[config.mk]
export PLATFORM = sky130hd
export DESIGN_NAME = hazard_ctrl_flat
export DESIGN_NICKNAME = d
export VERILOG_FILES = /design/src/rtl/hazard_ctrl_pkg.sv /design/src/rtl/hazard_ctrl_if.sv /design/src/rtl/hazard_ctrl_sat_counter.sv /design/src/rtl/hazard_ctrl.sv /design/src/flat_wrapper.sv
export SDC_FILE = /design/constraint.sdc
export NUM_CORES = 1
export LEC_CHECK = 0
export CAP_MARGIN = 20
export CELL_PAD_IN_SITES_DETAIL_PLACEMENT = 0
export CELL_PAD_IN_SITES_GLOBAL_PLACEMENT = 1
export CORE_ASPECT_RATIO = 1.1
export CORE_MARGIN = 2
export CORE_UTILIZATION = 37
export DETAILED_ROUTE_END_ITERATION = 10
export PLACE_DENSITY_LB_ADDON = 0.1
export SLEW_MARGIN = 30
export SYNTH_ARGS = -nofsm -noshare
export SYNTH_HDL_FRONTEND = slang
export SYNTH_SLANG_ARGS = --single-unit
[constraint.sdc]
create_clock -name clk -period 2.6 [get_ports clk]
set_input_delay 0.52 -clock clk [delete_from_list [all_inputs] [get_ports clk]]
set_output_delay 0.52 -clock clk [all_outputs]
set_load 0.01 [all_outputs]
[src/rtl/hazard_ctrl_pkg.sv]
// Shared types for the hazard controller: FSM state encoding, the control
// bundle driven to the pipeline registers and the NOP used for bubbles.
package hazard_ctrl_pkg;

  typedef enum logic [1:0] {
    ST_RUN   = 2'd0,
    ST_WAIT  = 2'd1,
    ST_FAULT = 2'd2
  } state_t;

  // Instruction the pipeline registers load when told to flush or bubble (addi x0,x0,0).
  localparam logic [31:0] NOP_INSTR = 32'h0000_0013;

  typedef struct packed {
    logic pc_hold;
    logic if_id_hold;
    logic if_id_flush;
    logic id_ex_hold;
    logic id_ex_flush;
    logic ex_mem_hold;
    logic mem_wb_bubble;
  } ctrl_t;

  function automatic ctrl_t ctrl_frozen();
    ctrl_t c;
    c               = '0;
    c.pc_hold       = 1'b1;
    c.if_id_hold    = 1'b1;
    c.id_ex_hold    = 1'b1;
    c.ex_mem_hold   = 1'b1;
    c.mem_wb_bubble = 1'b1;
    return c;
  endfunction

endpackage

[src/rtl/hazard_ctrl_if.sv]
// Pipeline-side signal bundle of the hazard controller.
// Handshake: a data-memory access is pending while mem_req_MEM=1 and completes on the cycle mem_ready=1; no other signal here handshakes.
interface hazard_ctrl_if #(parameter int CNT_W = 32);

  logic [4:0]       rs1_ID;
  logic [4:0]       rs2_ID;
  logic             use_rs1_ID;
  logic             use_rs2_ID;
  logic [4:0]       rd_EX;
  logic             MemRead_EX;
  logic             RegWrite_EX;
  logic             branch_taken_EX;
  logic             mem_req_MEM;
  logic             mem_ready;
  logic             clr_cnt;
  logic             pc_hold;
  logic             IF_ID_hold;
  logic             IF_ID_flush;
  logic             ID_EX_hold;
  logic             ID_EX_flush;
  logic             EX_MEM_hold;
  logic             MEM_WB_bubble;
  logic             fault;
  logic [1:0]       state;
  logic [CNT_W-1:0] stall_cnt;
  logic [CNT_W-1:0] flush_cnt;

  modport master (
    output rs1_ID, rs2_ID, use_rs1_ID, use_rs2_ID, rd_EX, MemRead_EX, RegWrite_EX,
           branch_taken_EX, mem_req_MEM, mem_ready, clr_cnt,
    input  pc_hold, IF_ID_hold, IF_ID_flush, ID_EX_hold, ID_EX_flush, EX_MEM_hold,
           MEM_WB_bubble, fault, state, stall_cnt, flush_cnt
  );

  modport slave (
    input  rs1_ID, rs2_ID, use_rs1_ID, use_rs2_ID, rd_EX, MemRead_EX, RegWrite_EX,
           branch_taken_EX, mem_req_MEM, mem_ready, clr_cnt,
    output pc_hold, IF_ID_hold, IF_ID_flush, ID_EX_hold, ID_EX_flush, EX_MEM_hold,
           MEM_WB_bubble, fault, state, stall_cnt, flush_cnt
  );

endinterface

[src/rtl/hazard_ctrl_sat_counter.sv]
// Saturating event counter with synchronous clear; clear wins over increment.
module sat_counter #(
  parameter int W = 32
) (
  input  logic         clk,
  input  logic         rst,
  input  logic         inc,
  input  logic         clr,
  output logic [W-1:0] count
);

  localparam logic [W-1:0] ONE = W'(1);

  always_ff @(posedge clk or negedge rst) begin
    if (!rst) begin
      count <= '0;
    end else if (clr) begin
      count <= '0;
    end else if (inc && (count != '1)) begin
      count <= count + ONE;
    end
  end

endmodule

[src/rtl/hazard_ctrl.sv]
// Pipeline hazard controller: load-use bubbles, branch flushes, memory-wait
// freezes with a timeout FSM, plus stall/flush performance counters.
module hazard_ctrl
  import hazard_ctrl_pkg::*;
#(
  parameter int TIMEOUT = 16,
  parameter int CNT_W   = 32
) (
  input  logic          clk,
  input  logic          rst,
  hazard_ctrl_if.slave  bus
);

  localparam int WCW = $clog2(TIMEOUT) + 1;
  localparam logic [WCW-1:0] WAIT_LAST = WCW'(TIMEOUT - 1);
  localparam logic [WCW-1:0] WAIT_ONE  = WCW'(1);

  state_t         state_q, state_d;
  logic [WCW-1:0] wait_cnt_q, wait_cnt_d;
  logic           freeze;
  logic           lu;
  logic           hit_rs1, hit_rs2;
  ctrl_t          ctrl;

  assign freeze  = bus.mem_req_MEM & ~bus.mem_ready;
  assign hit_rs1 = bus.use_rs1_ID & (bus.rs1_ID == bus.rd_EX);
  assign hit_rs2 = bus.use_rs2_ID & (bus.rs2_ID == bus.rd_EX);
  assign lu      = bus.MemRead_EX & bus.RegWrite_EX & (bus.rd_EX != 5'd0) & (hit_rs1 | hit_rs2);

  always_ff @(posedge clk or negedge rst) begin
    if (!rst) begin
      state_q    <= ST_RUN;
      wait_cnt_q <= '0;
    end else begin
      state_q    <= state_d;
      wait_cnt_q <= wait_cnt_d;
    end
  end

  always_comb begin
    state_d    = state_q;
    wait_cnt_d = wait_cnt_q;
    ctrl       = '0;

    case (state_q)
      ST_RUN: begin
        if (freeze) begin
          state_d    = ST_WAIT;
          wait_cnt_d = WAIT_ONE;
        end else begin
          wait_cnt_d = '0;
        end
      end
      ST_WAIT: begin
        if (!freeze) begin
          state_d    = ST_RUN;
          wait_cnt_d = '0;
        end else if (wait_cnt_q == WAIT_LAST) begin
          state_d = ST_FAULT;
        end else begin
          wait_cnt_d = wait_cnt_q + WAIT_ONE;
        end
      end
      ST_FAULT: begin
        state_d = ST_FAULT;
      end
      default: begin
        state_d    = ST_RUN;
        wait_cnt_d = '0;
      end
    endcase

    // Branch outranks load-use because the ID instruction it would stall is discarded anyway.
    if (!rst) begin
      ctrl = '0;
    end else if (state_q == ST_FAULT || freeze) begin
      ctrl = ctrl_frozen();
    end else if (bus.branch_taken_EX) begin
      ctrl.if_id_flush = 1'b1;
      ctrl.id_ex_flush = 1'b1;
    end else if (lu) begin
      ctrl.pc_hold     = 1'b1;
      ctrl.if_id_hold  = 1'b1;
      ctrl.id_ex_flush = 1'b1;
    end
  end

  assign bus.pc_hold       = ctrl.pc_hold;
  assign bus.IF_ID_hold    = ctrl.if_id_hold;
  assign bus.IF_ID_flush   = ctrl.if_id_flush;
  assign bus.ID_EX_hold    = ctrl.id_ex_hold;
  assign bus.ID_EX_flush   = ctrl.id_ex_flush;
  assign bus.EX_MEM_hold   = ctrl.ex_mem_hold;
  assign bus.MEM_WB_bubble = ctrl.mem_wb_bubble;
  assign bus.fault         = (state_q == ST_FAULT);
  assign bus.state         = state_q;

  sat_counter #(.W(CNT_W)) u_stall_cnt (
    .clk   (clk),
    .rst   (rst),
    .inc   (ctrl.pc_hold),
    .clr   (bus.clr_cnt),
    .count (bus.stall_cnt)
  );

  sat_counter #(.W(CNT_W)) u_flush_cnt (
    .clk   (clk),
    .rst   (rst),
    .inc   (ctrl.if_id_flush),
    .clr   (bus.clr_cnt),
    .count (bus.flush_cnt)
  );

endmodule
[src/flat_wrapper.sv]
// flat-port wrapper written by rule: the top's interface ports become plain ports
module hazard_ctrl_flat import hazard_ctrl_pkg::*;
#(
  parameter int TIMEOUT = 16,
  parameter int CNT_W   = 32
)
  (clk, rst, bus_rs1_ID, bus_rs2_ID, bus_use_rs1_ID, bus_use_rs2_ID, bus_rd_EX, bus_MemRead_EX, bus_RegWrite_EX, bus_branch_taken_EX, bus_mem_req_MEM, bus_mem_ready, bus_clr_cnt, bus_pc_hold, bus_IF_ID_hold, bus_IF_ID_flush, bus_ID_EX_hold, bus_ID_EX_flush, bus_EX_MEM_hold, bus_MEM_WB_bubble, bus_fault, bus_state, bus_stall_cnt, bus_flush_cnt);
  hazard_ctrl_if #(.CNT_W(CNT_W)) bus_i ();
  input  logic clk;
  input  logic rst;
  input wire logic [$bits(bus_i.rs1_ID)-1:0] bus_rs1_ID;
  input wire logic [$bits(bus_i.rs2_ID)-1:0] bus_rs2_ID;
  input wire logic [$bits(bus_i.use_rs1_ID)-1:0] bus_use_rs1_ID;
  input wire logic [$bits(bus_i.use_rs2_ID)-1:0] bus_use_rs2_ID;
  input wire logic [$bits(bus_i.rd_EX)-1:0] bus_rd_EX;
  input wire logic [$bits(bus_i.MemRead_EX)-1:0] bus_MemRead_EX;
  input wire logic [$bits(bus_i.RegWrite_EX)-1:0] bus_RegWrite_EX;
  input wire logic [$bits(bus_i.branch_taken_EX)-1:0] bus_branch_taken_EX;
  input wire logic [$bits(bus_i.mem_req_MEM)-1:0] bus_mem_req_MEM;
  input wire logic [$bits(bus_i.mem_ready)-1:0] bus_mem_ready;
  input wire logic [$bits(bus_i.clr_cnt)-1:0] bus_clr_cnt;
  output wire logic [$bits(bus_i.pc_hold)-1:0] bus_pc_hold;
  output wire logic [$bits(bus_i.IF_ID_hold)-1:0] bus_IF_ID_hold;
  output wire logic [$bits(bus_i.IF_ID_flush)-1:0] bus_IF_ID_flush;
  output wire logic [$bits(bus_i.ID_EX_hold)-1:0] bus_ID_EX_hold;
  output wire logic [$bits(bus_i.ID_EX_flush)-1:0] bus_ID_EX_flush;
  output wire logic [$bits(bus_i.EX_MEM_hold)-1:0] bus_EX_MEM_hold;
  output wire logic [$bits(bus_i.MEM_WB_bubble)-1:0] bus_MEM_WB_bubble;
  output wire logic [$bits(bus_i.fault)-1:0] bus_fault;
  output wire logic [$bits(bus_i.state)-1:0] bus_state;
  output wire logic [$bits(bus_i.stall_cnt)-1:0] bus_stall_cnt;
  output wire logic [$bits(bus_i.flush_cnt)-1:0] bus_flush_cnt;
  assign bus_i.rs1_ID = bus_rs1_ID;
  assign bus_i.rs2_ID = bus_rs2_ID;
  assign bus_i.use_rs1_ID = bus_use_rs1_ID;
  assign bus_i.use_rs2_ID = bus_use_rs2_ID;
  assign bus_i.rd_EX = bus_rd_EX;
  assign bus_i.MemRead_EX = bus_MemRead_EX;
  assign bus_i.RegWrite_EX = bus_RegWrite_EX;
  assign bus_i.branch_taken_EX = bus_branch_taken_EX;
  assign bus_i.mem_req_MEM = bus_mem_req_MEM;
  assign bus_i.mem_ready = bus_mem_ready;
  assign bus_i.clr_cnt = bus_clr_cnt;
  assign bus_pc_hold = bus_i.pc_hold;
  assign bus_IF_ID_hold = bus_i.IF_ID_hold;
  assign bus_IF_ID_flush = bus_i.IF_ID_flush;
  assign bus_ID_EX_hold = bus_i.ID_EX_hold;
  assign bus_ID_EX_flush = bus_i.ID_EX_flush;
  assign bus_EX_MEM_hold = bus_i.EX_MEM_hold;
  assign bus_MEM_WB_bubble = bus_i.MEM_WB_bubble;
  assign bus_fault = bus_i.fault;
  assign bus_state = bus_i.state;
  assign bus_stall_cnt = bus_i.stall_cnt;
  assign bus_flush_cnt = bus_i.flush_cnt;
  hazard_ctrl #(.TIMEOUT(TIMEOUT), .CNT_W(CNT_W)) u_core (.clk(clk), .rst(rst), .bus(bus_i));
endmodule
==> results of run 1 <==
==> logic make-up (layout without fill, tap and decap cells) <==
kind of cell               after synthesis  in the layout
AOI/OAI and AO/OA                       71             71
xor gates and xnor gates                45             45
adders and majority gates                4              4
buffers and inverters                   36            161
DFF                                     71             71
muxes                                    3              3
and+or+nand+nor                        209            209
==> sequential cells by signal, summed over array words and instances, names as in the netlist <==
name	count
u_core.wait_cnt_q	5
u_core.u_flush_cnt.count	32
u_core.u_stall_cnt.count	32
u_core.bus.state	2
==> worst register-to-register path, delay by kind of cell (launching register included) <==
kind                       cells  cell delay [ns]
adders and majority gates      1             0.27
DFF                            1             0.43
buffers and inverters          1             0.27
and+or+nand+nor                5             1.10
AOI/OAI and AO/OA              1             0.16
==> power groups by stage <==
stage / sequential, uW / clock (uW) / combinational [uW]
6_report: 1110 / 1310 / 171
5_1_grt: 1110 / 1390 / 189
4_1_cts: 1110 / 1340 / 174
3_5_place_dp: 1130 / 0 / 175
3_3_place_gp: 1130 / 0 / 175
2_1_floorplan: 1140 / 0 / 63.7
==> cells in the mapped netlist (2+ instances only) <==
cell type	n
sky130_fd_sc_hd__dfrtp_1	71
sky130_fd_sc_hd__nor2_1	53
sky130_fd_sc_hd__nand4_1	30
sky130_fd_sc_hd__a21oi_1	27
sky130_fd_sc_hd__nand2_1	27
sky130_fd_sc_hd__xor2_1	26
sky130_fd_sc_hd__nand3_1	25
sky130_fd_sc_hd__o21ai_0	20
sky130_fd_sc_hd__or3_1	20
sky130_fd_sc_hd__xnor2_1	19
sky130_fd_sc_hd__inv_1	17
sky130_fd_sc_hd__clkbuf_1	10
sky130_fd_sc_hd__nor3_1	9
sky130_fd_sc_hd__and3_1	8
sky130_fd_sc_hd__o31ai_1	8
sky130_fd_sc_hd__or4_1	6
sky130_fd_sc_hd__and4_1	5
sky130_fd_sc_hd__nor4_1	5
sky130_fd_sc_hd__buf_4	4
sky130_fd_sc_hd__buf_6	4
sky130_fd_sc_hd__ha_1	4
sky130_fd_sc_hd__and2_1	3
sky130_fd_sc_hd__nor2b_1	3
sky130_fd_sc_hd__a211oi_1	2
sky130_fd_sc_hd__mux2i_1	2
sky130_fd_sc_hd__nand2b_1	2
sky130_fd_sc_hd__nand3_2	2
sky130_fd_sc_hd__nand4b_1	2
sky130_fd_sc_hd__o211ai_1	2
sky130_fd_sc_hd__o21ai_1	2
==> stage by stage <==
stage | area [sq um] | total power, uW | instances
2_1_floorplan | 4010 | 1200 | 439
5_1_grt | 5610 | 2690 | 707
6_report | 5610 | 2600 | 707
4_1_cts | 5580 | 2630 | 706
3_5_place_dp | 5270 | 1310 | 690
3_3_place_gp | 5270 | 1310 | 690
==> path summary, 6_finish.rpt <==
check | start | to | slack [ns]
max in group asynchronous | rst | u_core.u_flush_cnt.count[23] | 1.51
hold reg to reg | u_core.wait_cnt_q[4] | u_core.wait_cnt_q[4] | 0.48
setup reg to reg | u_core.u_stall_cnt.count[0] | u_core.u_stall_cnt.count[3] | 0.29
min in group clk | u_core.wait_cnt_q[4] | u_core.wait_cnt_q[4] | 0.48
setup / recovery | bus_mem_req_MEM | bus_MEM_WB_bubble | 0.08
hold / removal | rst | u_core.bus.state[0] | 0.02
==> routing by layer <==
| metal | up-vias | GRT usage (%) | wire (microns) |
|---|---|---|---|
| met4 | 0 | 7.28 | 174 |
| met2 | 81 | 31.1 | 5120 |
| met5 | - | 0 | 0 |
| met1 | 1747 | 24.8 | 4800 |
| li1 | 1819 | - | - |
| met3 | 14 | 3.77 | 407 |
==> layout make-up <==
type                    instances  area (sq um)
repair buffers                128          1210
clock buffers                  11           243
flip-flops and latches         71          1780
well taps                     143           179
inverters                      18          67.6
multi-input cells             332          2060
clock inverters                 4          70.1
fillers                       947          4880
==> what timing repair did <==
action                                  4_1_cts  5_1_grt
buffers inserted                              1        1
endpoints found under the setup margin        3       20
gates resized for setup                      13        7
pin swaps                                     3        2
==> results_tabular.tex, run 1 <==
\begin{tabular}{lr}
\hline
Metric & Value \\
\hline
\multicolumn{2}{l}{\textbf{Status}} \\
Run status & complete, no violations \\
\multicolumn{2}{l}{\textbf{Clocking}} \\
Hold-fix buffer count after cts & 0 \\
CTS tree & done \\
Root buffer cell & sky130\_fd\_sc\_hd\_\_clkbuf\_16 \\
Buffers from clock root to sink, at most & 2 \\
Source-to-sink clock delay at the later pin of the worst-skew pair & 0.33 ns \\
Number of buffers created by CTS & 9 \\
Clock sink total & 71 \\
Number of H-tree branching levels & 3 \\
Clock transition time at the flip-flop clock pins of the worst setup and hold paths & 0.05 ns \\
\multicolumn{2}{l}{\textbf{Synth}} \\
Compound-cell area share of the yosys netlist & 10.6\% \\
Fraction of synthesized area in multiplexers & 0.781\% \\
Xor/xnor share of the synthesized area & 9.84\% \\
Number of flip-flops and latches in the synthesized netlist & 71 \\
Synthesized area per cell & 9.12 sq um \\
Simple-gate area share of the yosys netlist & 28.6\% \\
Count of mapped cells out of synthesis & 439 \\
Post-Syn Nets & 468 \\
Fraction of registers with async set/reset & 100\% \\
Proportion of synthesized chip area in sequential cells & 44.4\% \\
Area fraction of the dominant cell type after synthesis & 44.4\% \\
Main combinational cell family by area after synthesis & simple AND/OR/NAND/NOR gates \\
Cell types with the largest area share after synthesis & sky130\_fd\_sc\_hd\_\_dfrtp\_1 44\%, sky130\_fd\_sc\_hd\_\_xor2\_1 5.7\%, sky130\_fd\_sc\_hd\_\_nor2\_1 5.0\% \\
Adder-cell share of the synthesized area & 1.25\% \\
Number of warning messages in the yosys log & 0 \\
Yosys top cell by area & sky130\_fd\_sc\_hd\_\_dfrtp\_1 \\
Synth Cell Area & 4010 sq um \\
Top FF cell, synth & sky130\_fd\_sc\_hd\_\_dfrtp\_1 \\
Unique masters post-synth & 51 \\
Count of flip-flops with a built-in enable after synthesis & 0 \\
\multicolumn{2}{l}{\textbf{Setup path}} \\
Count of cells along the worst register-to-register path & 8 \\
Delay of the slowest critical-path stage & 0.52 ns \\
Crit path buf inv count & 4 \\
Critical Path AT & 2.00 ns \\
Crit-path slowest cell & sky130\_fd\_sc\_hd\_\_clkdlybuf4s50\_1 \\
Critical path depth in cells & 6 \\
Cell family with most CP delay & buffers and inverters \\
Critical setup path kind & in -> out \\
Cell with the most instances on the worst path & sky130\_fd\_sc\_hd\_\_clkdlybuf4s50\_1 \\
Required time at the worst-slack endpoint & 2.08 ns \\
Crit path capture type & output pin \\
Maximum fanout count along the critical path & 3 \\
Worst setup SP type & input port \\
CP cell instances & clkdlybuf4s50\_1, nor2b\_2, o21ai\_1, inv\_1, buf\_4, clkdlybuf4s50\_1 \\
\multicolumn{2}{l}{\textbf{Power}} \\
Proportion of power drawn by flip-flops and latches & 42.9\% \\
Worst-case vdd ir drop & 0.332 mV \\
Fraction of power consumed by combinational cells & 6.6\% \\
Psw & 547 uW \\
PD cells & 463 nW/um\^{}2 \\
Relative contribution of the clock network to total power & 50.5\% \\
Static Leakage & 0.00227 uW \\
Switching portion of total power & 21.1\% \\
Cell Int Power & 2050 uW \\
\multicolumn{2}{l}{\textbf{Detailed routing}} \\
Detailed-route vias per instance & 5.18 \\
Pre-Repair DR Iteration Count & 4 \\
Via count & 3661 \\
Average wire length per cell after detail routing & 14.9 microns \\
Routed wire length & 10500 microns \\
Count of unresolved DRC violations after routing & 0 \\
Remaining number of nets flagged by the antenna check after routing & 0 \\
Number of DRC violations after detailed-routing iteration 0 & 157 \\
\multicolumn{2}{l}{\textbf{Finish}} \\
Most used cells in the layout excluding fill and tap cells & 85 x sky130\_fd\_sc\_hd\_\_clkdlybuf4s50\_1, 71 x sky130\_fd\_sc\_hd\_\_dfrtp\_1, 53 x sky130\_fd\_sc\_hd\_\_nor2\_1 \\
Most common library cell in the layout ignoring fill and taps & sky130\_fd\_sc\_hd\_\_clkdlybuf4s50\_1 \\
Area Growth Syn to Fin & 40.0\% \\
Antenna diode count & 0 \\
Final net count & 589 \\
Fin util & 53.5\% \\
Share of layout cells above drive strength 1 & 11.3\% \\
\multicolumn{2}{l}{\textbf{Place}} \\
Total of buffers placed on input and output ports & 98 \\
Pre-CTS setup slack & -0.335 ns \\
Routability-driven placement congestion ratio & 0.845 \\
Detailed-placement wirelength estimate & 7490 microns \\
\multicolumn{2}{l}{\textbf{STA}} \\
Unrepaired setup endpoints after global routing & true \\
Count of endpoints failing hold in the final timing report & 0 \\
Final Worst Setup Slack & 0.0819 ns \\
Transition time at the pin with the least slew margin & 0.847 ns \\
Sum Neg Setup Slack & 0 ns \\
Post-route minimum period & 2.52 ns \\
Max-slew headroom at the worst pin & 43.5\% \\
Post-route worst hold slack & 0.0232 ns \\
Final worst-path cycle share & 96.9\% \\
Achievable clock frequency & 397 MHz \\
Total of endpoints with negative setup slack in the final report & 0 \\
Final Max Tran Viols & 0 \\
Largest clock skew in the final design & 0.00806 ns \\
\multicolumn{2}{l}{\textbf{Global route}} \\
GR Overflow Total & 0 \\
Global-route usage over all layers & 19.1\% \\
Vias in the first global route & 3710 \\
Number of antenna violations at the first check in global routing & 0 \\
Wire length of the first global-routing pass & 17600 microns \\
Pin count of the biggest net entering global routing & 66 \\
\multicolumn{2}{l}{\textbf{Floorplanning}} \\
Starting density of the core & 38.2\% \\
Vert. Die Dim & 113 microns \\
Width of the chip & 103 microns \\
Area of the core region & 10500 sq um \\
Count of standard-cell rows & 39 \\
Die footprint & 11700 sq um \\
I/O pin count & 99 \\
\multicolumn{2}{l}{\textbf{Run}} \\
Reported max-cap violation count & 0 \\
\multicolumn{2}{l}{\textbf{Worst hold path}} \\
Worst Hold Class & in -> async \\
\hline
\end{tabular}
Note: power is estimated with default switching activity, not from simulation.
==> inputs of run 2 (changes only) <==
--- a/config.mk
+++ b/config.mk
@@ -9,9 +9,10 @@
 export CELL_PAD_IN_SITES_DETAIL_PLACEMENT = 0
 export CELL_PAD_IN_SITES_GLOBAL_PLACEMENT = 1
 export CORE_ASPECT_RATIO = 1.1
-export CORE_MARGIN = 2
+export CORE_MARGIN = 5
 export CORE_UTILIZATION = 37
 export DETAILED_ROUTE_END_ITERATION = 10
+export GPL_ROUTABILITY_DRIVEN = 1
 export PLACE_DENSITY_LB_ADDON = 0.1
 export SLEW_MARGIN = 30
 export SYNTH_ARGS = -nofsm -noshare
==> run 2 against run 1 <==
  * Register-to-register slack improved by 0.03 ns
  * Largest power group unchanged
  * Critical path type unchanged
  * Sequential power about the same
  * Sequential share of layout area is 0.27 points lower
  * Cell count increased by 0.14%
  * Final area rose by 0.87%
==> results_tabular.tex, run 2 (synthesis gave the netlist of run 1 again) <==
\begin{tabular}{lr}
\hline
Metric & Value \\
\hline
\multicolumn{2}{l}{\textbf{Setup path}} \\
Crit path capture type & output pin (unchanged) \\
Required time at the worst-slack endpoint & 2.08 ns (about the same) \\
Crit path buf inv count & 3 (was 4) \\
Worst setup SP type & input port (unchanged) \\
CP cell instances & clkdlybuf4s50\_1, nand2b\_1, nand4\_1, inv\_2, clkdlybuf4s50\_1 (was clkdlybuf4s50\_1, nor2b\_2, o21ai\_1, inv\_1, buf\_4, clkdlybuf4s50\_1) \\
Crit-path slowest cell & sky130\_fd\_sc\_hd\_\_clkdlybuf4s50\_1 (unchanged) \\
Critical Path AT & 2.04 ns (was 2.00 ns) \\
Cell family with most CP delay & buffers and inverters (unchanged) \\
Cell with the most instances on the worst path & sky130\_fd\_sc\_hd\_\_clkdlybuf4s50\_1 (unchanged) \\
Delay of the slowest critical-path stage & 0.54 ns (was 0.52 ns) \\
Critical setup path kind & in -> out (unchanged) \\
Maximum fanout count along the critical path & 3 (unchanged) \\
\multicolumn{2}{l}{\textbf{Clocking}} \\
Clock sink total & 71 (unchanged) \\
Clock transition time at the flip-flop clock pins of the worst setup and hold paths & 0.05 ns (about the same) \\
\# Post-CTS Setup Buffers & 0 (was 1) \\
Hold-fix buffer count after cts & 0 (unchanged) \\
Source-to-sink clock delay at the later pin of the worst-skew pair & 0.33 ns (about the same) \\
Number of buffers created by CTS & 9 (unchanged) \\
Buffers from clock root to sink, at most & 2 (unchanged) \\
Root buffer cell & sky130\_fd\_sc\_hd\_\_clkbuf\_16 (unchanged) \\
CTS tree & done (unchanged) \\
Number of H-tree branching levels & 3 (unchanged) \\
\multicolumn{2}{l}{\textbf{STA}} \\
Total of endpoints with negative setup slack in the final report & 0 (unchanged) \\
Count of endpoints failing hold in the final timing report & 0 (unchanged) \\
Largest clock skew in the final design & 0.00710 ns (was 0.00806 ns) \\
Final Max Tran Viols & 0 (unchanged) \\
Sum Neg Setup Slack & 0 ns (unchanged) \\
Final Worst Setup Slack & 0.0359 ns (was 0.0819 ns) \\
Achievable clock frequency & 390 MHz (was 397 MHz) \\
Unrepaired setup endpoints after global routing & true (unchanged) \\
Post-route worst hold slack & 0.0237 ns (was 0.0232 ns) \\
Max-slew headroom at the worst pin & 55.9\% (was 43.5\%) \\
Post-route minimum period & 2.56 ns (was 2.52 ns) \\
Transition time at the pin with the least slew margin & 0.662 ns (was 0.847 ns) \\
Final worst-path cycle share & 98.6\% (was 96.9\%) \\
\multicolumn{2}{l}{\textbf{Finish}} \\
Register cell area after layout & 1780 sq um (unchanged) \\
Area of the multi-input gates & 2080 sq um (was 2060 sq um) \\
Most common library cell in the layout ignoring fill and taps & sky130\_fd\_sc\_hd\_\_clkdlybuf4s50\_1 (unchanged) \\
Area Growth Syn to Fin & 41.2\% (was 40.0\%) \\
Fill cells & 956 (was 947) \\
Registers with the most flip-flops & u\_core.u\_flush\_cnt.count: 32 flops, u\_core.u\_stall\_cnt.count: 32 flops, u\_core.wait\_cnt\_q: 5 flops (unchanged) \\
Antenna diode count & 0 (unchanged) \\
Final std cells w/o fill & 708 (was 707) \\
Most used cells in the layout excluding fill and tap cells & 92 x sky130\_fd\_sc\_hd\_\_clkdlybuf4s50\_1, 71 x sky130\_fd\_sc\_hd\_\_dfrtp\_1, 53 x sky130\_fd\_sc\_hd\_\_nor2\_1 (was 85 x sky130\_fd\_sc\_hd\_\_clkdlybuf4s50\_1, 71 x sky130\_fd\_sc\_hd\_\_dfrtp\_1, 53 x sky130\_fd\_sc\_hd\_\_nor2\_1) \\
Final net count & 590 (was 589) \\
Share of layout cells above drive strength 1 & 12.0\% (was 11.3\%) \\
Fin util & 53.9\% (was 53.5\%) \\
\multicolumn{2}{l}{\textbf{Floorplanning}} \\
Area of the core region & 10500 sq um (unchanged) \\
Width of the chip & 109 microns (was 103 microns) \\
Vert. Die Dim & 119 microns (was 113 microns) \\
Count of standard-cell rows & 39 (unchanged) \\
Starting density of the core & 38.2\% (unchanged) \\
I/O pin count & 99 (unchanged) \\
Die footprint & 13000 sq um (was 11700 sq um) \\
\multicolumn{2}{l}{\textbf{Place}} \\
Placed insts & 692 (was 690) \\
Routability-driven placement congestion ratio & 0.791 (was 0.845) \\
Pre-CTS setup slack & -0.344 ns (was -0.335 ns) \\
Detailed-placement wirelength estimate & 7770 microns (was 7490 microns) \\
Total of buffers placed on input and output ports & 98 (unchanged) \\
\multicolumn{2}{l}{\textbf{Global route}} \\
GR Overflow Total & 0 (unchanged) \\
Met1 Resource Use GR & 23.5\% (was 24.8\%) \\
Number of antenna violations at the first check in global routing & 0 (unchanged) \\
Global-route usage over all layers & 17.2\% (was 19.1\%) \\
Global routing's busiest layer & met2 (unchanged) \\
M2 GR Usage & 27.3\% (was 31.1\%) \\
Met3 global-route usage & 3.19\% (was 3.77\%) \\
Wire length of the first global-routing pass & 18000 microns (was 17600 microns) \\
Vias in the first global route & 3502 (was 3710) \\
Pin count of the biggest net entering global routing & 65 (was 66) \\
\multicolumn{2}{l}{\textbf{Detailed routing}} \\
Detailed-route vias per instance & 5.20 (was 5.18) \\
Routed wire length & 10900 microns (was 10500 microns) \\
Average wire length per cell after detail routing & 15.3 microns (was 14.9 microns) \\
Remaining number of nets flagged by the antenna check after routing & 0 (unchanged) \\
Number of DRC violations after detailed-routing iteration 0 & 163 (was 157) \\
Via count & 3681 (was 3661) \\
Count of unresolved DRC violations after routing & 0 (unchanged) \\
Pre-Repair DR Iteration Count & 4 (unchanged) \\
\multicolumn{2}{l}{\textbf{Power}} \\
PD cells & 462 nW/um\^{}2 (was 463 nW/um\^{}2) \\
Static Leakage & 0.00223 uW (was 0.00227 uW) \\
Worst-case vdd ir drop & 0.392 mV (was 0.332 mV) \\
\multicolumn{2}{l}{\textbf{Run}} \\
Reported max-cap violation count & 0 (unchanged) \\
\multicolumn{2}{l}{\textbf{Status}} \\
Run status & complete, no violations (unchanged) \\
\multicolumn{2}{l}{\textbf{Worst hold path}} \\
Worst Hold Class & in -> async (unchanged) \\
\hline
\end{tabular}
[run 2: path summary, 6_finish.rpt]
| path | start | end | slack (ns) | cells past startpoint |
|---|---|---|---|---|
| setup / recovery | bus_mem_ready | bus_IF_ID_flush | 0.04 | 5 |
| hold / removal | rst | u_core.wait_cnt_q[2] | 0.02 | 1 |
| setup reg to reg | u_core.u_stall_cnt.count[0] | u_core.u_stall_cnt.count[1] | 0.32 | 9 |
| hold reg to reg | u_core.wait_cnt_q[4] | u_core.wait_cnt_q[4] | 0.48 | 2 |
| max in group asynchronous | rst | u_core.u_flush_cnt.count[20] | 1.80 | 3 |
| min in group clk | u_core.wait_cnt_q[4] | u_core.wait_cnt_q[4] | 0.48 | 2 |
[run 2: what timing repair did]
action | in CTS | in global routing
setup endpoints to repair | 3 | 22
pin swaps | 3 | 4
gates resized for setup | 13 | 6
[run 2: routing by layer]
layer	part of all wire, %	wire length [microns]
met5	0	0
met2	48	5240
met3	4.1	443
met1	46	5030
met4	1.3	140
[run 2: report_power, final]
part           internal, uW  switching [uW]  total, uW
Sequential             1110            5.05       1110
Clock                   857             455       1310
Combinational          92.2            93.0        185
Total                  2060             553       2610
[run 2: layout make-up]
type / count / area share [%]
Clock inverter: 4 / 1.24
Inverter: 18 / 1.19
Sequential cell: 71 / 31.4
Tap cell: 143 / 3.16
Timing Repair Buffer: 129 / 21.9
Clock buffer: 11 / 4.29
Multi-Input combinational cell: 332 / 36.8
[run 2: per-stage QoR]
stage,cell area (sq um),power (uW)
after CTS,5600,2640
final,5660,2610
after floorplan,4010,1200
after detailed placement,5300,1310
after global routing,5660,2720
after global placement,5300,1310
==> inputs of run 3 (changes only) <==
--- a/config.mk
+++ b/config.mk
@@ -14,7 +14,6 @@
 export DETAILED_ROUTE_END_ITERATION = 10
 export GPL_ROUTABILITY_DRIVEN = 1
 export PLACE_DENSITY_LB_ADDON = 0.1
-export SLEW_MARGIN = 30
 export SYNTH_ARGS = -nofsm -noshare
 export SYNTH_HDL_FRONTEND = slang
 export SYNTH_SLANG_ARGS = --single-unit
==> run 3 against run 2 <==
  * Core utilization down 0.26 points
  * Via count down 0.68%
  * Critical endpoint unchanged
  * Cell count down 0.14%
  * Critical path type unchanged
  * Worst setup slack better by 0.0037 ns
  * Highest routed layer unchanged
  * Sequential cell count unchanged
  * Critical path depth unchanged
  * Clock power about the same
==> results_tabular.tex, run 3 (synthesis gave the netlist of run 1 again) <==
\begin{tabular}{lr}
\hline
Metric & Value \\
\hline
\multicolumn{2}{l}{\textbf{Detailed routing}} \\
Routed wire length & 10800 microns (was 10900 microns) \\
Average wire length per cell after detail routing & 15.3 microns (about the same) \\
Remaining number of nets flagged by the antenna check after routing & 0 (unchanged) \\
Detailed-route vias per instance & 5.17 (was 5.20) \\
Count of unresolved DRC violations after routing & 0 (unchanged) \\
Pre-Repair DR Iteration Count & 4 (unchanged) \\
Via count & 3656 (was 3681) \\
Number of DRC violations after detailed-routing iteration 0 & 163 (unchanged) \\
\multicolumn{2}{l}{\textbf{STA}} \\
Transition time at the pin with the least slew margin & 0.837 ns (was 0.662 ns) \\
Max-slew headroom at the worst pin & 44.2\% (was 55.9\%) \\
Sum Neg Setup Slack & 0 ns (unchanged) \\
Post-route minimum period & 2.56 ns (about the same) \\
Achievable clock frequency & 391 MHz (was 390 MHz) \\
Final Max Tran Viols & 0 (unchanged) \\
Largest clock skew in the final design & 0.00660 ns (was 0.00710 ns) \\
Final worst-path cycle share & 98.5\% (was 98.6\%) \\
Count of endpoints failing hold in the final timing report & 0 (unchanged) \\
Unrepaired setup endpoints after global routing & true (unchanged) \\
Total of endpoints with negative setup slack in the final report & 0 (unchanged) \\
\multicolumn{2}{l}{\textbf{Power}} \\
Worst-case vdd ir drop & 0.392 mV (about the same) \\
Static Leakage & 0.00222 uW (was 0.00223 uW) \\
PD cells & 463 nW/um\^{}2 (was 462 nW/um\^{}2) \\
Total power & 2610 uW (about the same) \\
\multicolumn{2}{l}{\textbf{Floorplanning}} \\
Width of the chip & 109 microns (unchanged) \\
Area of the core region & 10500 sq um (unchanged) \\
I/O pin count & 99 (unchanged) \\
Count of standard-cell rows & 39 (unchanged) \\
Die footprint & 13000 sq um (unchanged) \\
Vert. Die Dim & 119 microns (unchanged) \\
Starting density of the core & 38.2\% (unchanged) \\
\multicolumn{2}{l}{\textbf{Place}} \\
Placed insts & 692 (unchanged) \\
Total of buffers placed on input and output ports & 98 (unchanged) \\
Routability-driven placement congestion ratio & 0.791 (unchanged) \\
Detailed-placement wirelength estimate & 7770 microns (unchanged) \\
\multicolumn{2}{l}{\textbf{Global route}} \\
Global-route usage over all layers & 17.2\% (unchanged) \\
Met1 Resource Use GR & 23.5\% (unchanged) \\
Number of antenna violations at the first check in global routing & 0 (unchanged) \\
M2 GR Usage & 27.3\% (unchanged) \\
Wire length of the first global-routing pass & 18000 microns (unchanged) \\
Met3 global-route usage & 3.19\% (unchanged) \\
GR Overflow Total & 0 (unchanged) \\
Vias in the first global route & 3502 (unchanged) \\
Pin count of the biggest net entering global routing & 65 (unchanged) \\
Global routing's busiest layer & met2 (unchanged) \\
\multicolumn{2}{l}{\textbf{Setup path}} \\
Critical Path AT & 2.04 ns (about the same) \\
Crit-path slowest cell & sky130\_fd\_sc\_hd\_\_clkdlybuf4s50\_1 (unchanged) \\
Cell with the most instances on the worst path & sky130\_fd\_sc\_hd\_\_clkdlybuf4s50\_1 (unchanged) \\
Count of cells along the worst register-to-register path & 9 (unchanged) \\
Delay of the slowest critical-path stage & 0.54 ns (about the same) \\
Worst r2r dst & u\_core.u\_stall\_cnt.count[1] (unchanged) \\
CP cell instances & clkdlybuf4s50\_1, nand2b\_1, nand4\_1, inv\_2, clkdlybuf4s50\_1 (unchanged) \\
Maximum fanout count along the critical path & 3 (unchanged) \\
Reg2reg start & u\_core.u\_stall\_cnt.count[0] (unchanged) \\
Worst setup SP type & input port (unchanged) \\
Crit path capture type & output pin (unchanged) \\
Reg-to-reg setup timing slack & 0.31 ns (was 0.32 ns) \\
Required time at the worst-slack endpoint & 2.08 ns (about the same) \\
Critical setup path kind & in -> out (unchanged) \\
\multicolumn{2}{l}{\textbf{Clocking}} \\
Number of buffers created by CTS & 9 (unchanged) \\
Root buffer cell & sky130\_fd\_sc\_hd\_\_clkbuf\_16 (unchanged) \\
Clock sink total & 71 (unchanged) \\
CTS tree & done (unchanged) \\
\# Post-CTS Setup Buffers & 0 (unchanged) \\
Number of H-tree branching levels & 3 (unchanged) \\
Hold-fix buffer count after cts & 0 (unchanged) \\
Buffers from clock root to sink, at most & 2 (unchanged) \\
Clock transition time at the flip-flop clock pins of the worst setup and hold paths & 0.05 ns (about the same) \\
Source-to-sink clock delay at the later pin of the worst-skew pair & 0.33 ns (about the same) \\
\multicolumn{2}{l}{\textbf{Finish}} \\
Antenna diode count & 0 (unchanged) \\
Most common library cell in the layout ignoring fill and taps & sky130\_fd\_sc\_hd\_\_clkdlybuf4s50\_1 (unchanged) \\
Most used cells in the layout excluding fill and tap cells & 92 x sky130\_fd\_sc\_hd\_\_clkdlybuf4s50\_1, 71 x sky130\_fd\_sc\_hd\_\_dfrtp\_1, 53 x sky130\_fd\_sc\_hd\_\_nor2\_1 (unchanged) \\
Area Growth Syn to Fin & 40.5\% (was 41.2\%) \\
Registers with the most flip-flops & u\_core.u\_flush\_cnt.count: 32 flops, u\_core.u\_stall\_cnt.count: 32 flops, u\_core.wait\_cnt\_q: 5 flops (unchanged) \\
Final net count & 589 (was 590) \\
Share of layout cells above drive strength 1 & 11.9\% (was 12.0\%) \\
Final std cells w/o fill & 707 (was 708) \\
\multicolumn{2}{l}{\textbf{Worst hold path}} \\
Worst Hold Class & in -> async (unchanged) \\
\multicolumn{2}{l}{\textbf{Status}} \\
Run status & complete, no violations (unchanged) \\
\multicolumn{2}{l}{\textbf{Run}} \\
Reported max-cap violation count & 0 (unchanged) \\
\hline
\end{tabular}
-- run 3: cell types whose count changed in the layout (fill, tap and decap cells not counted), sizes merged --
cell  before  now
buf       36   35
-- run 3: area by class of cell --
type	instances	area [sq um]
fillers	957	4860
multi-input cells	332	2080
flip-flops and latches	71	1780
repair buffers	128	1210
clock buffers	11	243
well taps	143	179
clock inverters	4	70.1
inverters	18	67.6
-- run 3: critical path, delay by kind of cell --
kind,cells,cell delay [ns]
simple gates,2,0.37
buf+inv,3,1.15
-- run 3: report_power, final --
group	leakage, uW	total [uW]	internal, uW	switching [uW]
Clock	0.000155	1310	858	455
Combinational	0.00107	180	87.8	91.9
Sequential	0.000990	1110	1110	4.98
-- run 3: through the flow --
| step | hold WS (ns) | worst slack [ns] | instance area [sq um] | utilization [%] |
|---|---|---|---|---|
| after floorplan | 0.224 | 0.474 | 4010 | - |
| after global placement | 0.368 | -0.282 | 5300 | 50.5 |
| after detailed placement | 0.369 | -0.344 | 5300 | 50.5 |
| after CTS | 0.0161 | 0.00622 | 5600 | 53.4 |
| after global routing | 0.0286 | -0.0178 | 5630 | 53.7 |
| final | 0.0250 | 0.0396 | 5630 | 53.7 |
-- run 3: timing repair --
item | 4_1_cts | 5_1_grt
pin swaps | 3 | 4
resized for setup | 13 | 6
endpoints found under the setup margin | 3 | 22
-- run 3: worst max-delay path by stage --
stage / start / end / slack [ns]
2_1_floorplan: bus_rd_EX[0] / bus_pc_hold / 0.47
3_3_place_gp: bus_rd_EX[0] / bus_pc_hold / -0.28
3_5_place_dp: bus_rd_EX[0] / bus_pc_hold / -0.34
4_1_cts: bus_rd_EX[0] / bus_pc_hold / 0.006
5_1_grt: bus_mem_ready / bus_IF_ID_flush / -0.02
6_report: bus_mem_ready / bus_IF_ID_flush / 0.04
-- run 3: metal layers --
metal / vias up / wire length, microns
li1: 1818 / -
met1: 1763 / 5080
met2: 67 / 5160
met3: 8 / 436
met4: 0 / 140
met5: - / 0
